===== config.mk =====
export PLATFORM = sky130hd
export DESIGN_NAME = camera_init_sequencer_flat
export DESIGN_NICKNAME = d
export VERILOG_FILES = /design/src/rtl/camera_init_sequencer_pkg.sv /design/src/rtl/camera_init_sequencer_if.sv /design/src/rtl/camera_init_sequencer_delay.sv /design/src/rtl/camera_init_sequencer.sv /design/src/flat_wrapper.sv
export SDC_FILE = /design/constraint.sdc
export NUM_CORES = 1
export LEC_CHECK = 0
export ABC_CLOCK_PERIOD_IN_PS = 2560
export BUFFER_PORTS_ARGS = -buffer_cell sky130_fd_sc_hd__buf_4
export CAP_MARGIN = 15
export CORE_MARGIN = 2
export CORE_UTILIZATION = 45
export DETAILED_ROUTE_END_ITERATION = 7
export GPL_ROUTABILITY_DRIVEN = 0
export PLACE_DENSITY_LB_ADDON = 0.2
export REMOVE_ABC_BUFFERS = 1
export SETUP_SLACK_MARGIN = 0.05
export SYNTH_ARGS = -nofsm -noshare
export SYNTH_HDL_FRONTEND = slang
export SYNTH_SLANG_ARGS = --single-unit

===== constraint.sdc =====
create_clock -name clk -period 2.56 [get_ports clk]
set_clock_uncertainty 0.15 [all_clocks]
set_input_delay 0.512 -clock clk [delete_from_list [all_inputs] [get_ports clk]]
set_output_delay 0.512 -clock clk [all_outputs]
set_load 0.05 [all_outputs]

===== src/rtl/camera_init_sequencer_pkg.sv =====
// Shared types and OV7725 constants for the camera init sequencer.
package camera_init_pkg;

  typedef enum logic [2:0] {
    ST_IDLE,
    ST_PWR_WAIT,
    ST_FETCH,
    ST_LOAD,
    ST_REQ,
    ST_RST_WAIT,
    ST_ERROR,
    ST_DONE
  } cis_state_e;

  localparam logic [7:0] OV7725_SCCB_ID    = 8'h42;
  localparam logic [7:0] OV_REG_COM7       = 8'h12;
  localparam int         OV_COM7_RESET_BIT = 7;

  function automatic int max_int(input int a, input int b);
    return (a > b) ? a : b;
  endfunction

endpackage


===== src/rtl/camera_init_sequencer_if.sv =====
// ROM fetch port and SCCB write-request handshake between the sequencer and its neighbours.
interface camera_init_sequencer_if #(
  parameter int ADDR_WIDTH = 8
);
  logic [ADDR_WIDTH-1:0] rom_addr;
  logic [15:0]           rom_q;
  logic                  wr_req;
  logic [7:0]            wr_dev_id;
  logic [7:0]            wr_reg_addr;
  logic [7:0]            wr_data;
  logic                  wr_ack;
  logic                  wr_err;

  modport master (
    output rom_addr, wr_req, wr_dev_id, wr_reg_addr, wr_data,
    input  rom_q, wr_ack, wr_err
  );

  modport slave (
    input  rom_addr, wr_req, wr_dev_id, wr_reg_addr, wr_data,
    output rom_q, wr_ack, wr_err
  );
endinterface


===== src/rtl/camera_init_sequencer_delay.sv =====
// camera_init_delay: loadable down-counter shared by the power-up and soft-reset waits.
module camera_init_delay #(
  parameter int CNT_W = 20
) (
  input  logic             clk,
  input  logic             reset,
  input  logic             load,
  input  logic [CNT_W-1:0] load_val,
  input  logic             count,
  output logic             zero
);
  logic [CNT_W-1:0] cnt_q, cnt_d;

  always_comb begin
    cnt_d = cnt_q;
    if (load) begin
      cnt_d = load_val;
    end else if (count && (cnt_q != '0)) begin
      cnt_d = cnt_q - 1'b1;
    end
  end

  always_ff @(posedge clk) begin
    if (reset) cnt_q <= '0;
    else       cnt_q <= cnt_d;
  end

  assign zero = (cnt_q == '0);
endmodule


===== src/rtl/camera_init_sequencer.sv =====
// camera_init_sequencer: walks the OV7725 init ROM and issues one SCCB write per entry.
// Build option CAMERA_INIT_RETRY_EN enables bounded retries of NACKed writes.
//
// state       | meaning
// ST_IDLE     | waiting for start
// ST_PWR_WAIT | power-up delay before the first fetch
// ST_FETCH    | ROM samples the index
// ST_LOAD     | rom_q valid, latch write fields
// ST_REQ      | write request outstanding
// ST_RST_WAIT | settle delay after a COM7 soft reset
// ST_ERROR    | retries exhausted, holding
// ST_DONE     | whole table written, holding
module camera_init_sequencer
  import camera_init_pkg::*;
#(
  parameter int         ADDR_WIDTH        = 8,
  parameter int         TABLE_LEN         = 68,
  parameter logic [7:0] DEVICE_ID         = OV7725_SCCB_ID,
  parameter int         POWERUP_CYCLES    = 1_000_000,
  parameter int         RESET_WAIT_CYCLES = 500_000,
  parameter int         MAX_RETRY         = 3
) (
  input  logic                    clk,
  input  logic                    reset,
  input  logic                    start,
  camera_init_sequencer_if.master sccb,
  output logic                    busy,
  output logic                    done,
  output logic                    error,
  output logic [ADDR_WIDTH-1:0]   err_index
);
  localparam int CNT_W = max_int($clog2(max_int(POWERUP_CYCLES, RESET_WAIT_CYCLES) + 1), 1);
  localparam int IDX_W = ADDR_WIDTH + 1;
  localparam logic [CNT_W-1:0] PWR_LOAD = CNT_W'(max_int(POWERUP_CYCLES, 1) - 1);
  localparam logic [CNT_W-1:0] RST_LOAD = CNT_W'(max_int(RESET_WAIT_CYCLES, 1) - 1);
  localparam logic [IDX_W-1:0] TLEN_IDX = IDX_W'(TABLE_LEN);

  cis_state_e            state_q, state_d;
  logic [IDX_W-1:0]      idx_q, idx_d, idx_inc;
  logic                  wr_req_q, wr_req_d;
  logic [7:0]            reg_q, reg_d, data_q, data_d;
  logic [ADDR_WIDTH-1:0] err_idx_q, err_idx_d;
  logic                  dly_load, dly_count, dly_zero;
  logic [CNT_W-1:0]      dly_val;
  logic                  advance, rst_write;

`ifdef CAMERA_INIT_RETRY_EN
  localparam int RETRY_W = max_int($clog2(MAX_RETRY + 1), 1);
  localparam logic [RETRY_W-1:0] RETRY_MAX = RETRY_W'(MAX_RETRY);
  logic [RETRY_W-1:0] retry_q, retry_d;

  always_ff @(posedge clk) begin
    if (reset) retry_q <= '0;
    else       retry_q <= retry_d;
  end
`endif

  camera_init_delay #(.CNT_W(CNT_W)) u_delay (
    .clk      (clk),
    .reset    (reset),
    .load     (dly_load),
    .load_val (dly_val),
    .count    (dly_count),
    .zero     (dly_zero)
  );

  assign idx_inc   = idx_q + 1'b1;
  assign rst_write = (reg_q == OV_REG_COM7) && data_q[OV_COM7_RESET_BIT];

  always_comb begin
    state_d   = state_q;
    idx_d     = idx_q;
    wr_req_d  = wr_req_q;
    reg_d     = reg_q;
    data_d    = data_q;
    err_idx_d = err_idx_q;
    dly_load  = 1'b0;
    dly_val   = PWR_LOAD;
    dly_count = 1'b0;
    advance   = 1'b0;
`ifdef CAMERA_INIT_RETRY_EN
    retry_d   = retry_q;
`endif
    case (state_q)
      ST_IDLE, ST_DONE, ST_ERROR: begin
        if (start) begin
          idx_d     = '0;
          err_idx_d = '0;
          dly_load  = 1'b1;
`ifdef CAMERA_INIT_RETRY_EN
          retry_d   = '0;
`endif
          if (POWERUP_CYCLES != 0) state_d = ST_PWR_WAIT;
          else if (TABLE_LEN == 0) state_d = ST_DONE;
          else                     state_d = ST_FETCH;
        end
      end
      ST_PWR_WAIT: begin
        if (dly_zero) state_d = (TABLE_LEN == 0) ? ST_DONE : ST_FETCH;
        else          dly_count = 1'b1;
      end
      ST_FETCH: state_d = ST_LOAD;
      ST_LOAD: begin
        reg_d    = sccb.rom_q[15:8];
        data_d   = sccb.rom_q[7:0];
        wr_req_d = 1'b1;
        state_d  = ST_REQ;
      end
      ST_REQ: begin
        // A NACK leaves wr_req low for one cycle; re-raise it here with the same fields.
        if (!wr_req_q) begin
          wr_req_d = 1'b1;
        end else if (sccb.wr_err) begin
          wr_req_d = 1'b0;
`ifdef CAMERA_INIT_RETRY_EN
          if (retry_q == RETRY_MAX) begin
            state_d   = ST_ERROR;
            err_idx_d = idx_q[ADDR_WIDTH-1:0];
          end else begin
            retry_d = retry_q + 1'b1;
          end
`else
          state_d   = ST_ERROR;
          err_idx_d = idx_q[ADDR_WIDTH-1:0];
`endif
        end else if (sccb.wr_ack) begin
          wr_req_d = 1'b0;
`ifdef CAMERA_INIT_RETRY_EN
          retry_d  = '0;
`endif
          if (rst_write && (RESET_WAIT_CYCLES != 0)) begin
            state_d  = ST_RST_WAIT;
            dly_load = 1'b1;
            dly_val  = RST_LOAD;
          end else begin
            advance = 1'b1;
          end
        end
      end
      ST_RST_WAIT: begin
        if (dly_zero) advance   = 1'b1;
        else          dly_count = 1'b1;
      end
      default: state_d = ST_IDLE;
    endcase
    if (advance) begin
      idx_d   = idx_inc;
      state_d = (idx_inc == TLEN_IDX) ? ST_DONE : ST_FETCH;
    end
  end

  always_ff @(posedge clk) begin
    if (reset) begin
      state_q   <= ST_IDLE;
      idx_q     <= '0;
      wr_req_q  <= 1'b0;
      reg_q     <= '0;
      data_q    <= '0;
      err_idx_q <= '0;
    end else begin
      state_q   <= state_d;
      idx_q     <= idx_d;
      wr_req_q  <= wr_req_d;
      reg_q     <= reg_d;
      data_q    <= data_d;
      err_idx_q <= err_idx_d;
    end
  end

  assign sccb.rom_addr    = idx_q[ADDR_WIDTH-1:0];
  assign sccb.wr_req      = wr_req_q;
  assign sccb.wr_dev_id   = DEVICE_ID;
  assign sccb.wr_reg_addr = reg_q;
  assign sccb.wr_data     = data_q;
  assign busy      = !((state_q == ST_IDLE) || (state_q == ST_DONE) || (state_q == ST_ERROR));
  assign done      = (state_q == ST_DONE);
  assign error     = (state_q == ST_ERROR);
  assign err_index = err_idx_q;
endmodule


===== src/flat_wrapper.sv =====
// flat-port wrapper written by rule: the top's interface ports become plain ports
module camera_init_sequencer_flat import camera_init_pkg::*;
#(
  parameter int         ADDR_WIDTH        = 8,
  parameter int         TABLE_LEN         = 68,
  parameter logic [7:0] DEVICE_ID         = OV7725_SCCB_ID,
  parameter int         POWERUP_CYCLES    = 1_000_000,
  parameter int         RESET_WAIT_CYCLES = 500_000,
  parameter int         MAX_RETRY         = 3
)
  (clk, reset, start, busy, done, error, err_index, sccb_rom_addr, sccb_wr_req, sccb_wr_dev_id, sccb_wr_reg_addr, sccb_wr_data, sccb_rom_q, sccb_wr_ack, sccb_wr_err);
  camera_init_sequencer_if #(.ADDR_WIDTH(ADDR_WIDTH)) sccb_i ();
  input  logic clk;
  input  logic reset;
  input  logic start;
  output logic busy;
  output logic done;
  output logic error;
  output logic [ADDR_WIDTH-1:0] err_index;
  output wire logic [$bits(sccb_i.rom_addr)-1:0] sccb_rom_addr;
  output wire logic [$bits(sccb_i.wr_req)-1:0] sccb_wr_req;
  output wire logic [$bits(sccb_i.wr_dev_id)-1:0] sccb_wr_dev_id;
  output wire logic [$bits(sccb_i.wr_reg_addr)-1:0] sccb_wr_reg_addr;
  output wire logic [$bits(sccb_i.wr_data)-1:0] sccb_wr_data;
  input wire logic [$bits(sccb_i.rom_q)-1:0] sccb_rom_q;
  input wire logic [$bits(sccb_i.wr_ack)-1:0] sccb_wr_ack;
  input wire logic [$bits(sccb_i.wr_err)-1:0] sccb_wr_err;
  assign sccb_rom_addr = sccb_i.rom_addr;
  assign sccb_wr_req = sccb_i.wr_req;
  assign sccb_wr_dev_id = sccb_i.wr_dev_id;
  assign sccb_wr_reg_addr = sccb_i.wr_reg_addr;
  assign sccb_wr_data = sccb_i.wr_data;
  assign sccb_i.rom_q = sccb_rom_q;
  assign sccb_i.wr_ack = sccb_wr_ack;
  assign sccb_i.wr_err = sccb_wr_err;
  camera_init_sequencer #(.ADDR_WIDTH(ADDR_WIDTH), .TABLE_LEN(TABLE_LEN), .DEVICE_ID(DEVICE_ID), .POWERUP_CYCLES(POWERUP_CYCLES), .RESET_WAIT_CYCLES(RESET_WAIT_CYCLES), .MAX_RETRY(MAX_RETRY)) u_core (.clk(clk), .reset(reset), .start(start), .sccb(sccb_i), .busy(busy), .done(done), .error(error), .err_index(err_index));
endmodule

==> metrics.md <==
| Metric | Value |
|---|---|
| Status | `finished, final reports clean` |
| Max-slew violation count | `0` |
| Hold buffer count at cts | `0` |
| Compound-cell area share of the yosys netlist | `0.164` |
| Tot Pwr | `0.00352 W` |
| Sequential-to-total area share from yosys stat | `0.398` |
| Total gr overflow | `0` |
| Std-Cell Rows | `29` |
| Area of the multi-input gates | `1530 um2` |
| Final worst-path setup slack | `0.266 ns` |
| Slew HR | `0.502` |
| Synth area leaders | `dfxtp_1 40%, nand2_1 7.2%, a21oi_1 6.3%` |
| Cell taking the most area after synthesis | `dfxtp_1` |
| CP startpoint kind | `register` |
| Post-Synth Adder-Cell Area | `0.00872` |
| Clock-pin slew on the worst setup and hold paths | `0.06 ns` |
| # DRC | `0` |
| Wire length of the first global-routing pass | `11.1 mm` |
| Number of I/O pins | `65` |
| CP Class | `register to register` |
| Die ar. | `7030 um2` |
| Post-DP Area | `3290 um2` |
| Routed len/inst | `13.1 um` |
| Post-CTS Resized | `0` |
| Measured slew at the worst slew-check pin | `0.742 ns` |
| Setup TNS | `0 ns` |
| Worst Path Buf+Inv | `1` |
| Largest net degree at the start of global routing | `57` |
| CP max FO | `7` |
| Flop2flop setup slack | `0.27 ns` |
| Worst hold path type | `primary input to register` |
| Pwr dens | `1020 nW/um2` |
| Syn_area_per_cell | `8.13 um2` |
| CP Capture Type | `register` |
| RSZ-0062 raised after global routing | `no` |
| Post-DP HPWL | `4.46 mm` |
| Max_cap viols | `0` |
| Gr usage total | `0.195` |
| Layout cells sized above 1 | `0.233` |
| Total number of vias | `2,591` |
| Synth Warn # | `0` |
| Final nets | `427` |
| Clock sinks | `57` |
| EDFF count, synth | `0` |
| # diodes | `0` |
| Final period utilization | `0.896` |
| Primary FF master, synth | `dfxtp_1` |
| Final Hold Vio Count | `0` |
| Worst Path Required | `2.61 ns` |
| Worst IR Drop VDD | `0.552 mV` |
| Multiplexer share of the synthesized area | `0.00698` |
| Post-DRT Antenna Nets | `0` |
| Number of vias per cell | `5.34` |
| Top Family by Delay on Critical Path | `simple AND/OR/NAND/NOR gates` |
| Hold endpoint | `u_core.sccb.wr_data[1]$_SDFFE_PP0P_` |
| Worst path slowest cell | `or4_1` |
| Cell Area, Synth | `2870 um2` |
| Initial antenna violation count | `0` |
| CTS tree | `built` |
| Final hold slack | `0.269 ns` |
| CTS max path bufs | `2` |
| Mapped Cells | `353` |
| FF/Latch Area | `1140 um2` |
| DRT Wirelength | `6.36 mm` |
| Final Setup Violations | `0` |
| Worst skew pair latency | `0.34 ns` |
| Post-synth cell types | `56` |
| Leakage Power | `1.39 nW` |
| Iter 0 DRT Violations | `128` |
| Drt first pass iters | `4` |
| PortBufs | `56` |
| Hold depth | `3` |
| Critical Path, Cell by Cell | `inv_1, ha_1, and2b_1, and3_1, nand3_2, or4_1, xor2_1, a21oi_1` |
| Ys async rst share | `0` |
| Area Growth Syn to Fin | `20.8%` |
| Max stage delay on crit path | `0.44 ns` |
| Core region area | `6240 um2` |
| Die Wd | `83.8 um` |
| Simple logic cell fraction of the synthesized area | `0.294` |
| R2R depth | `8` |
| Seq cells post-synth | `57` |
| Design Area, Final | `3470 um2` |
| Top-area cell type share of the netlist area | `0.398` |
| XOR/XNOR Fraction of Synth Area | `0.0488` |
| HP Start | `sccb_rom_q[1]` |
| Fill cell count | `610` |
| Starting density of the core | `0.460` |
| Crit path DAT | `2.34 ns` |
| Dpl ws | `0.269 ns` |
| Critical R2R Launch | `u_core.u_delay.cnt_q[0]$_SDFFE_PP0P_` |
| Vias in the first global route | `2,404` |
| Max frequency | `436 MHz` |
| Num CTS Buffers | `9` |
| RR Endpoint | `u_core.u_delay.cnt_q[16]$_SDFFE_PP0P_` |
| Final Critical Period | `2.29 ns` |
| Die height | `83.8 um` |
| Setup Fix Bufs, Post-CTS | `0` |
| Root buffer cell | `clkbuf_8` |
| H-tree Lvls | `3` |
| Largest family of logic cells by synthesized area | `simple AND/OR/NAND/NOR gates` |
area by class of cell:
cell class	instances	share of cell area
Clock buffer	12	0.0476
Clock inverter	3	0.00433
Inverter	6	0.00650
Multi-Input combinational cell	264	0.442
Sequential cell	57	0.329
Tap cell	77	0.0278
Timing Repair Buffer	66	0.143
cell usage in the layout, fill, tap and decap left out, types with 2 or more instances in the layout:
cell type and n:
buf_4 66, dfxtp_1 57, nand2_1 55, a21oi_1 36
nor2_1 33, nand3_1 16, clkbuf_8 12, nor3_1 10
a31oi_1 9, xor2_1 9, a22oi_1 8, conb_1 8
xnor2_1 7, inv_1 6, nand2b_1 6, and3_1 5
o21ai_0 5, or3_1 5, nor2b_1 4, o22ai_1 3
nand3b_1 3, clkinv_2 3, a32oi_1 2, nor4bb_1 2
nor4_4 2, and2b_1 2, nand3_2 2, nor4b_1 2
mux2i_1 2, nand4b_1 2, o21ai_1 2, ha_1 2
per-layer routing:
layer | part of all wire | vias up | track usage
li1 | - | 1316 | -
met1 | 0.47 | 1187 | 0.262
met2 | 0.45 | 76 | 0.290
met3 | 0.055 | 12 | 0.0406
met4 | 0.022 | 0 | 0.109
met5 | 0 | - | 0
worst register-to-register path: cells and delay by family, from the launching register on:
family | cells | cell delay, ns
AND/OR/NAND/NOR | 4 | 1.25
AO/OA/AOI/OAI | 1 | 0.08
flip-flops | 1 | 0.33
buffers and inverters | 1 | 0.06
adder cells (fa/ha/maj) | 1 | 0.15
XOR/XNOR | 1 | 0.15
sequential cells by signal, indices dropped and copies added, names as in the netlist:
name / count
u_core.err_index: 8
u_core.idx_q: 9
u_core.sccb.wr_data: 8
u_core.sccb.wr_reg_addr: 8
u_core.sccb.wr_req: 1
u_core.state_q: 3
u_core.u_delay.cnt_q: 20
how the worst max path moves through the flow:
stage                     depth (start not counted)  slack, ns                                 start                                     to
after CTS                                         8       0.26  u_core.u_delay.cnt_q[0]$_SDFFE_PP0P_   u_core.u_delay.cnt_q[8]$_SDFFE_PP0P_
final                                             8       0.27  u_core.u_delay.cnt_q[0]$_SDFFE_PP0P_  u_core.u_delay.cnt_q[16]$_SDFFE_PP0P_
after detailed placement                          8       0.27  u_core.u_delay.cnt_q[0]$_SDFFE_PP0P_   u_core.u_delay.cnt_q[8]$_SDFFE_PP0P_
after global routing                              8       0.07  u_core.u_delay.cnt_q[0]$_SDFFE_PP0P_   u_core.u_delay.cnt_q[4]$_SDFFE_PP0P_
after global placement                            8       0.30  u_core.u_delay.cnt_q[0]$_SDFFE_PP0P_   u_core.u_delay.cnt_q[8]$_SDFFE_PP0P_
after floorplan                                   6      -0.06        u_core.state_q[0]$_SDFFE_PP0P_           u_core.idx_q[5]$_SDFFE_PP0P_
power by group:
group	internal (W)	total [W]	leakage [nW]	switching (W)
clock	0.000419	0.000766	0.0980	0.000347
combinational	0.000610	0.00154	0.825	0.000930
sequential	0.00105	0.00122	0.464	0.000169
total	0.00208	0.00352	1.39	0.00145
cell usage after synthesis (3+ instances only):
cell,count
xor2_1,9
a21oi_1,36
nand3b_1,3
and3_1,5
buf_4,17
dfxtp_1,57
clkbuf_1,12
xnor2_1,7
or3_1,5
nand2b_1,6
o21ai_0,5
nand2_1,55
nor2_1,33
o22ai_1,3
nor3_1,10
nor2b_1,4
inv_1,6
a31oi_1,9
a22oi_1,8
nand3_1,16
kinds of logic after synthesis:
logic type,count (synthesis)
and+or+nand+nor,160
AOI/OAI and AO/OA,76
DFF,57
buffers and inverters,38
xor gates and xnor gates,16
adders and majority gates,2
other,2
muxes,2
per-stage QoR:
step / instances / utilization
after global placement: 470 / 0.527
after floorplan: 327 / -
after global routing: 485 / 0.556
after CTS: 485 / 0.556
final: 485 / 0.556
after detailed placement: 470 / 0.527
Power figures use the tool's default switching activity.
